==> src/rtl/pwm_pkg.sv <==
// Shared constants and the per-pin drive decode for the PWM output block.
// No ports; imported by pwm_timebase and pwm_peripheral.
package pwm_pkg;

   localparam int unsigned PWM_CNT_W = 8;
   localparam logic [PWM_CNT_W-1:0] DUTY_FULL = 8'hFF;
   localparam int unsigned NUM_PINS = 16;

   typedef enum logic [1:0] {
      PIN_OFF,
      PIN_ON,
      PIN_PWM
   } pin_mode_e;

   // Output enable dominates; mode only matters for an enabled pin.
   function automatic pin_mode_e decode_pin(input logic en, input logic pwm_mode);
      if (!en) begin
         return PIN_OFF;
      end else if (!pwm_mode) begin
         return PIN_ON;
      end else begin
         return PIN_PWM;
      end
   endfunction

endpackage

==> src/rtl/pwm_timebase.sv <==
// Shared PWM timebase: prescaler, free-running 8-bit period counter, duty
// shadow register and period-start strobe.
// Ports:
//   clk          system clock
//   rst_n        synchronous active-low reset
//   duty         live duty-cycle value from the register bank
//   pwm_hi       compare result for the current counter step (combinational)
//   period_start one-clk strobe, high in the first cycle of each period
module pwm_timebase
   import pwm_pkg::*;
#(
   parameter int unsigned CLK_DIV = 3000
) (
   input  logic                 clk,
   input  logic                 rst_n,
   input  logic [PWM_CNT_W-1:0] duty,
   output logic                 pwm_hi,
   output logic                 period_start
);

   localparam int unsigned PRESC_W = (CLK_DIV > 1) ? $clog2(CLK_DIV) : 1;
   localparam logic [PRESC_W-1:0] PRESC_MAX = PRESC_W'(CLK_DIV - 1);

   logic [PRESC_W-1:0]   prescaler_q, prescaler_d;
   logic [PWM_CNT_W-1:0] pwm_cnt_q, pwm_cnt_d;
   logic [PWM_CNT_W-1:0] duty_shadow_q, duty_shadow_d;
   logic                 period_start_q, period_start_d;
   logic                 tick;
   logic                 wrap;

   assign tick = (prescaler_q == PRESC_MAX);
   assign wrap = tick && (pwm_cnt_q == {PWM_CNT_W{1'b1}});

   always_comb begin
      prescaler_d    = tick ? '0 : prescaler_q + 1'b1;
      pwm_cnt_d      = tick ? pwm_cnt_q + 1'b1 : pwm_cnt_q;
      // Duty only updates on the period boundary so a period is never split.
      duty_shadow_d  = wrap ? duty : duty_shadow_q;
      period_start_d = wrap;
   end

   always_ff @(posedge clk) begin
      if (!rst_n) begin
         prescaler_q    <= '0;
         pwm_cnt_q      <= '0;
         duty_shadow_q  <= '0;
         period_start_q <= 1'b0;
      end else begin
         prescaler_q    <= prescaler_d;
         pwm_cnt_q      <= pwm_cnt_d;
         duty_shadow_q  <= duty_shadow_d;
         period_start_q <= period_start_d;
      end
   end

   // 0xFF is forced to full-on; the plain compare would leave one step low.
   assign pwm_hi       = (duty_shadow_q == DUTY_FULL) ? 1'b1 : (pwm_cnt_q < duty_shadow_q);
   assign period_start = period_start_q;

endmodule

==> src/rtl/pwm_peripheral.sv <==
// 16-pin PWM output stage. Each pin is driven low, high, or from the shared
// PWM compare, selected by the SPI register bank; the pin drive is registered.
// Ports:
//   clk, rst_n            clock and synchronous active-low reset
//   EN_OUT_7_0/15_8       per-pin output enable
//   EN_PWM_MODE_7_0/15_8  per-pin PWM mode select
//   PWM_DUTY_CYCLE_7_0    shared duty cycle (0xFF = always high)
//   pwm_out               pin drive
//   period_start          one-clk strobe at each PWM period start
module pwm_peripheral
   import pwm_pkg::*;
#(
   parameter int unsigned CLK_DIV = 3000
) (
   input  logic                clk,
   input  logic                rst_n,
   input  logic [7:0]          EN_OUT_7_0,
   input  logic [7:0]          EN_OUT_15_8,
   input  logic [7:0]          EN_PWM_MODE_7_0,
   input  logic [7:0]          EN_PWM_MODE_15_8,
   input  logic [7:0]          PWM_DUTY_CYCLE_7_0,
   output logic [NUM_PINS-1:0] pwm_out,
   output logic                period_start
);

   logic                pwm_hi;
   logic [NUM_PINS-1:0] en;
   logic [NUM_PINS-1:0] mode;
   logic [NUM_PINS-1:0] pwm_out_d, pwm_out_q;

   assign en   = {EN_OUT_15_8, EN_OUT_7_0};
   assign mode = {EN_PWM_MODE_15_8, EN_PWM_MODE_7_0};

   pwm_timebase #(
      .CLK_DIV (CLK_DIV)
   ) u_timebase (
      .clk          (clk),
      .rst_n        (rst_n),
      .duty         (PWM_DUTY_CYCLE_7_0),
      .pwm_hi       (pwm_hi),
      .period_start (period_start)
   );

   always_comb begin
      pwm_out_d = '0;
      for (int i = 0; i < NUM_PINS; i++) begin
         unique case (decode_pin(en[i], mode[i]))
            PIN_OFF: pwm_out_d[i] = 1'b0;
            PIN_ON:  pwm_out_d[i] = 1'b1;
            PIN_PWM: pwm_out_d[i] = pwm_hi;
            default: pwm_out_d[i] = 1'b0;
         endcase
      end
   end

   always_ff @(posedge clk) begin
      if (!rst_n) begin
         pwm_out_q <= '0;
      end else begin
         pwm_out_q <= pwm_out_d;
      end
   end

   assign pwm_out = pwm_out_q;

endmodule

==> config.mk <==
export PLATFORM = sky130hd
export DESIGN_NAME = pwm_peripheral
export DESIGN_NICKNAME = d
export VERILOG_FILES = /design/src/rtl/pwm_pkg.sv /design/src/rtl/pwm_timebase.sv /design/src/rtl/pwm_peripheral.sv
export SDC_FILE = /design/constraint.sdc
export NUM_CORES = 1
export LEC_CHECK = 0
export BUFFER_PORTS_ARGS = -buffer_cell sky130_fd_sc_hd__buf_4
export CORE_ASPECT_RATIO = 1.5
export CORE_UTILIZATION = 40
export CTS_BUF_LIST = sky130_fd_sc_hd__clkbuf_4
export CTS_CLUSTER_DIAMETER = 120
export CTS_CLUSTER_SIZE = 14
export DETAILED_ROUTE_END_ITERATION = 16
export PLACE_DENSITY_LB_ADDON = 0.25
export RECOVER_POWER = 100
export SLEW_MARGIN = 20
export SYNTH_ARGS = -nofsm -noshare
export SYNTH_HDL_FRONTEND = slang
export SYNTH_SLANG_ARGS = --single-unit
==> constraint.sdc <==
create_clock -name clk -period 2.4 [get_ports clk]
set_input_delay 0.48 -clock clk [delete_from_list [all_inputs] [get_ports clk]]
set_output_delay 0.48 -clock clk [all_outputs]
set_load 0.05 [all_outputs]
==> Word level (Yosys, flattened, before mapping) <==
Index checks and enable logic that the tools add are counted.
{ "totals": {"reg_bits": 45, "inputBits": 42, "out_inout_bits": 17, "word_cells": 95} }
{ "op_classes": {"addsub": 2, "order_cmp": 1, "eq_ne": 35, "mux": 49, "bitwise_logic": 1, "reduce_logical": 2} }
{ "ops": {"columns": ["op", "n"], "rows": [
  ["2-bit two-way mux", 32],
  ["2-bit by 1-bit equality test with 1-bit output (second input constant)", 16],
  ["2-bit equality test (second input constant)", 16],
  ["1-bit case mux with 2 select lines", 16],
  ["8-bit equality test (second input constant)", 2],
  ["12-bit by 1-bit adder with 12-bit output (second input constant)", 1],
  ["12-bit equality test (second input constant)", 1],
  ["8-bit by 1-bit adder with 8-bit output (second input constant)", 1],
  ["8-bit less-than comparator", 1],
  ["2-bit OR reduction", 1],
  ["1-bit logical AND", 1],
  ["1-bit two-way mux", 1],
  ["1-bit inverter", 1]
]} }

==> Longest topological paths before layout <==
{ "logic_depth": {"depth_word": 4, "depth_mapped": 7} }

==> Cells and area by module <==
A second synthesis with hierarchy kept.
{ "unflattened": {"hier_cells": 219, "area_unflattened_um2": 1976.9} }
{ "modules_own_cells": {"columns": ["module", "instances", "cells_per_inst", "area_per_inst_um2", "seq_area_each_um2"], "rows": [
  ["pwm_timebase", 1, 167, 1430.1, 580.6],
  ["pwm_peripheral", 1, 52, 546.8, 320.3]
]} }

==> Worst setup path before layout <==
No wires, ideal clock.
{ "synth_timing": {"path_kind": "flip-flop to flip-flop", "startpoint": "reg u_timebase.duty_shadow_q[7]", "endpoint": "reg pwm_out_q[0], in the netlist pwm_out[0]", "setup_ps": 119, "arrival_ps": 1627, "required_ps": 2281, "slack_ps": 654, "path_stages_with_launch": 8, "path_buffers": 1, "cell_sequence": "dfxtp_1 > inv_1 > ha_1 > and4_1 > o21ai_0 > o32ai_2 > buf_2 > a21oi_1"} }
{ "synth_between": {"elab_chain_len": 3, "elab_cells_between_ends": 4} }
{ "synth_lines": {"columns": ["element", "line", "text"], "rows": [
  ["start, declared", "pwm_timebase.sv:26", "logic [PWM_CNT_W-1:0] duty_shadow_q, duty_shadow_d;"],
  ["start signal, assigned", "pwm_timebase.sv:51", "duty_shadow_q <= duty_shadow_d;"],
  ["8-bit less-than comparator or 8-bit equality test (tied branches)", "pwm_timebase.sv:57", "assign pwm_hi = (duty_shadow_q == DUTY_FULL) ? 1'b1 : (pwm_cnt_q < duty_shadow_q);"],
  ["1-bit two-way mux *", "pwm_timebase.sv:57", null],
  ["1-bit case mux with 2 select lines *", "pwm_peripheral.sv:47", "unique case (decode_pin(en[i], mode[i]))"],
  ["end signal, assigned", "pwm_peripheral.sv:60", "pwm_out_q <= pwm_out_d;"],
  ["end, declared", "pwm_peripheral.sv:29", "logic [NUM_PINS-1:0] pwm_out_d, pwm_out_q;"]
]} }
Mark *: on every way between the ends. The rest lies on a longest branch, timed or not.
A chain may end at the register's enable or synchronous reset.

==> Worst setup path in the final report <==
{ "layout_timing": {"startpoint": "reg u_timebase.duty_shadow_q[7]", "endpoint": "reg pwm_out_q[15], in the netlist pwm_out[15]"} }
Same word-level chain as after synthesis.

==> metrics.md <==
| Metric | Value |
|---|---|
| Family with the most delay on the worst path | compound AO/OA/AOI/OAI gates |
| Setup Skew | 0.0164 ns |
| Hold crit path type | in2reg |
| Asr flop ratio synth | 0% |
| CP max-delay cell | dfxtp_1 |
| Slew @ Worst Pin | 0.628 ns |
| Power share of the combinational group | 10.0% |
| Fraction of layout cells with a size suffix above 1 | 20.3% |
| Post-DP HPWL | 3.17 mm |
| Final core occ | 52.8% |
| CTS tree | done |
| Pwr dens | 537 nW/um2 |
| Die Ht | 86.6 um |
| Row cnt | 30 |
| Status | completed |
| Post-synthesis sequential area ratio | 47.2% |
| CTS root buffer | clkbuf_4 |
| Critical Path Start Type | flop |
| Sw power | 0.330 mW |
| Nets in the synthesized netlist | 267 |
| Synth Register Bits | 45 |
| Mapped Area | 1910 um2 |
| Setup TNS Final | 0 ns |
| First-pass GRT wire length | 6.97 mm |
| CP Capture Type | flop |
| Synth warnings | 0 |
| Clk slew on worst S/H paths | 0.14 ns |
| Final Hold Viols | 0 |
| Slew headroom | 58.3% |
| Nets@finish | 326 |
| Leakage power | 0.933 nW |
| Clock power frac | 30.3% |
| Die area | 5060 um2 |
| Design Area, Final | 2400 um2 |
| Worst R2R Setup Slack | 0.49 ns |
| Max Cap Violations | 0 |
| DR vias/cell | 4.94 |
| Critical Setup Path Class | reg2reg |
| Total power draw | 1.29 mW |
| Main synth FF type | dfxtp_1 |
| P&R area growth vs syn | 25.5% |
| RSZ-0062 raised after global routing | no |
| Clk buf depth | 2 |
| Vias | 1681 |
| Final Wtd Congestion | 0.768 |
| Worst Path Buf+Inv | 2 |
| Final WL | 4.34 mm |
| Critical Path RT | 2.66 ns |
| Peak Freq | 524 MHz |
| Clock Latency Late Sink | 0.37 ns |
| # DRC | 0 |
| Die X | 58.4 um |
| Post-route minimum period | 1.91 ns |
| Post-DP Area | 2400 um2 |
| Slowest cell delay on critical path | 0.38 ns |
| Total congestion overflow | 0 |
| Peak supply drop | 270 uV |
| Largest net degree at the start of global routing | 21 |
| Final ANT Viol Nets | 0 |
| GRT Resource Usage Total | 18.0% |
| Io pins | 59 |
| Number of setup buffers added after CTS | 0 |
| Crit path cell chain | inv_1 > ha_1 > and4_1 > o21ai_0 > o32ai_2 > clkbuf_2 > a21oi_1 |
| Vias in the first global route | 1587 |
| Placed cells | 332 |
| Clk sinks | 45 |
| Pre-antenna DRT Iters | 4 |
| Core Footprint | 4540 um2 |
| Post-CTS Resized | 0 |
| N_diodes | 0 |
| Pins Over Slew Limit | 0 |
| Synth cell types | 32 |
| 1st-iter DRT viols | 63 |
| Initial core utilization | 42.0% |
| Internal | 0.957 mW |
| H-Tree Depth | 2 |
| CTS Hold Bufs | 0 |
| Syn Area/Cell | 8.84 um2 |
| Crit path max fanout | 16 |
| Wire per inst | 12.8 um |
| Switching Share | 25.7% |
| Sequential Power Share | 59.7% |
| Initial antenna violation count | 0 |
| Tcrit/Tclk final | 79.4% |
| Post-synth EDFFs | 0 |
| Critical path arrival | 2.16 ns |
| Filler-free cell count of the finished design | 340 |
| Setup violators final | 0 |
| Syn Inst Count | 216 |
| Clock buffer count from CTS | 5 |
| PortBufs | 58 |
-- power by group through the flow --
stage | sequential, mW | clock, mW | combinational (mW)
6_report | 0.769 | 0.390 | 0.128
2_1_floorplan | 0.824 | 0 | 0.0250
3_3_place_gp | 0.785 | 0 | 0.137
3_5_place_dp | 0.786 | 0 | 0.139
5_1_grt | 0.772 | 0.437 | 0.137
4_1_cts | 0.769 | 0.400 | 0.139
-- area by class of cell --
cell class,count,area (um2)
Inverter,10,37.5
Clock inverter,1,7.51
Fill cell,453,2150
Tap cell,64,80.1
Timing Repair Buffer,60,384
Clock buffer,7,52.6
Sequential cell,45,901
Multi-Input combinational cell,153,933
-- kinds of logic after synthesis --
| logic type | Yosys count | share of synthesized area [%] |
|---|---|---|
| simple gates | 84 | 22.5 |
| fa+ha+maj | 9 | 5.90 |
| buf+inv | 18 | 3.93 |
| xor+xnor | 13 | 5.96 |
| compound gates | 47 | 14.5 |
| flops | 45 | 47.2 |
-- cell usage in the layout (no fill, tap or decap), drive strengths merged, types with 2 or more instances in the layout --
master  netlist  routed
nand3        16      16
xor2          4       4
buf           4      42
o21ai         9       9
clkbuf        4      25
o31ai         3       3
nor4          2       2
a21oi        29      29
nor2         18      18
dfxtp        45      45
nand4         6       6
nand2        25      25
xnor2         9       9
nor3          2       2
ha            9       9
inv           9       9
or4           4       4
and3          6       6
and4b         2       2
-- per-stage QoR --
stage,hold slack (ns),worst slack [ns]
finish,0.258,0.493
global route,0.234,0.339
CTS,0.251,0.569
detailed placement,0.454,0.573
global placement,0.444,0.637
floorplan,0.430,0.654
-- registers in the layout, summed over array words and instances (netlist names) --
name                      flops
pwm_out                      16
u_timebase.duty_shadow_q      8
u_timebase.period_start       1
u_timebase.prescaler_q       12
u_timebase.pwm_cnt_q          8
-- layer usage --
metal,track usage (%),vias to the layer above,wire length [um]
met1,19.3,762,1730
met3,4.18,13,131
li1,-,878,-
met2,31.9,28,2350
met4,9.96,0,123
met5,0,-,0
-- worst paths after layout --
kind / start / end / depth (start not counted)
max: u_timebase.duty_shadow_q[7] / pwm_out[15] / 7
min reg2reg: u_timebase.prescaler_q[0] / u_timebase.prescaler_q[0] / 1
min: EN_PWM_MODE_15_8[1] / pwm_out[9] / 2
max reg2reg: u_timebase.duty_shadow_q[7] / pwm_out[15] / 7
-- worst reg2reg max path, cell delays in order (launching register included) --
cell and delay, ns:
dfxtp_1 0.38, inv_1 0.06, ha_1 0.30, and4_1 0.19, o21ai_0 0.10, o32ai_2 0.26, clkbuf_2 0.37, a21oi_1 0.13
-- cells in the mapped netlist, drive strengths merged, types with 2 or more instances --
library cell | n | share of area [%]
and4b | 2 | 1.1
ha | 9 | 5.9
dfxtp | 45 | 47
inv | 9 | 1.8
a21oi | 29 | 7.6
nor2 | 18 | 3.5
xor2 | 4 | 1.8
xnor2 | 9 | 4.1
or4 | 4 | 1.6
and3 | 6 | 2.0
nor4 | 2 | 0.66
nand4 | 6 | 2.0
o31ai | 3 | 1.2
nand3 | 16 | 4.8
nor3 | 2 | 0.52
clkbuf | 4 | 0.79
nand2 | 25 | 4.9
buf | 4 | 1.2
o21ai | 9 | 2.4
Note: power is estimated with default switching activity, not from simulation.
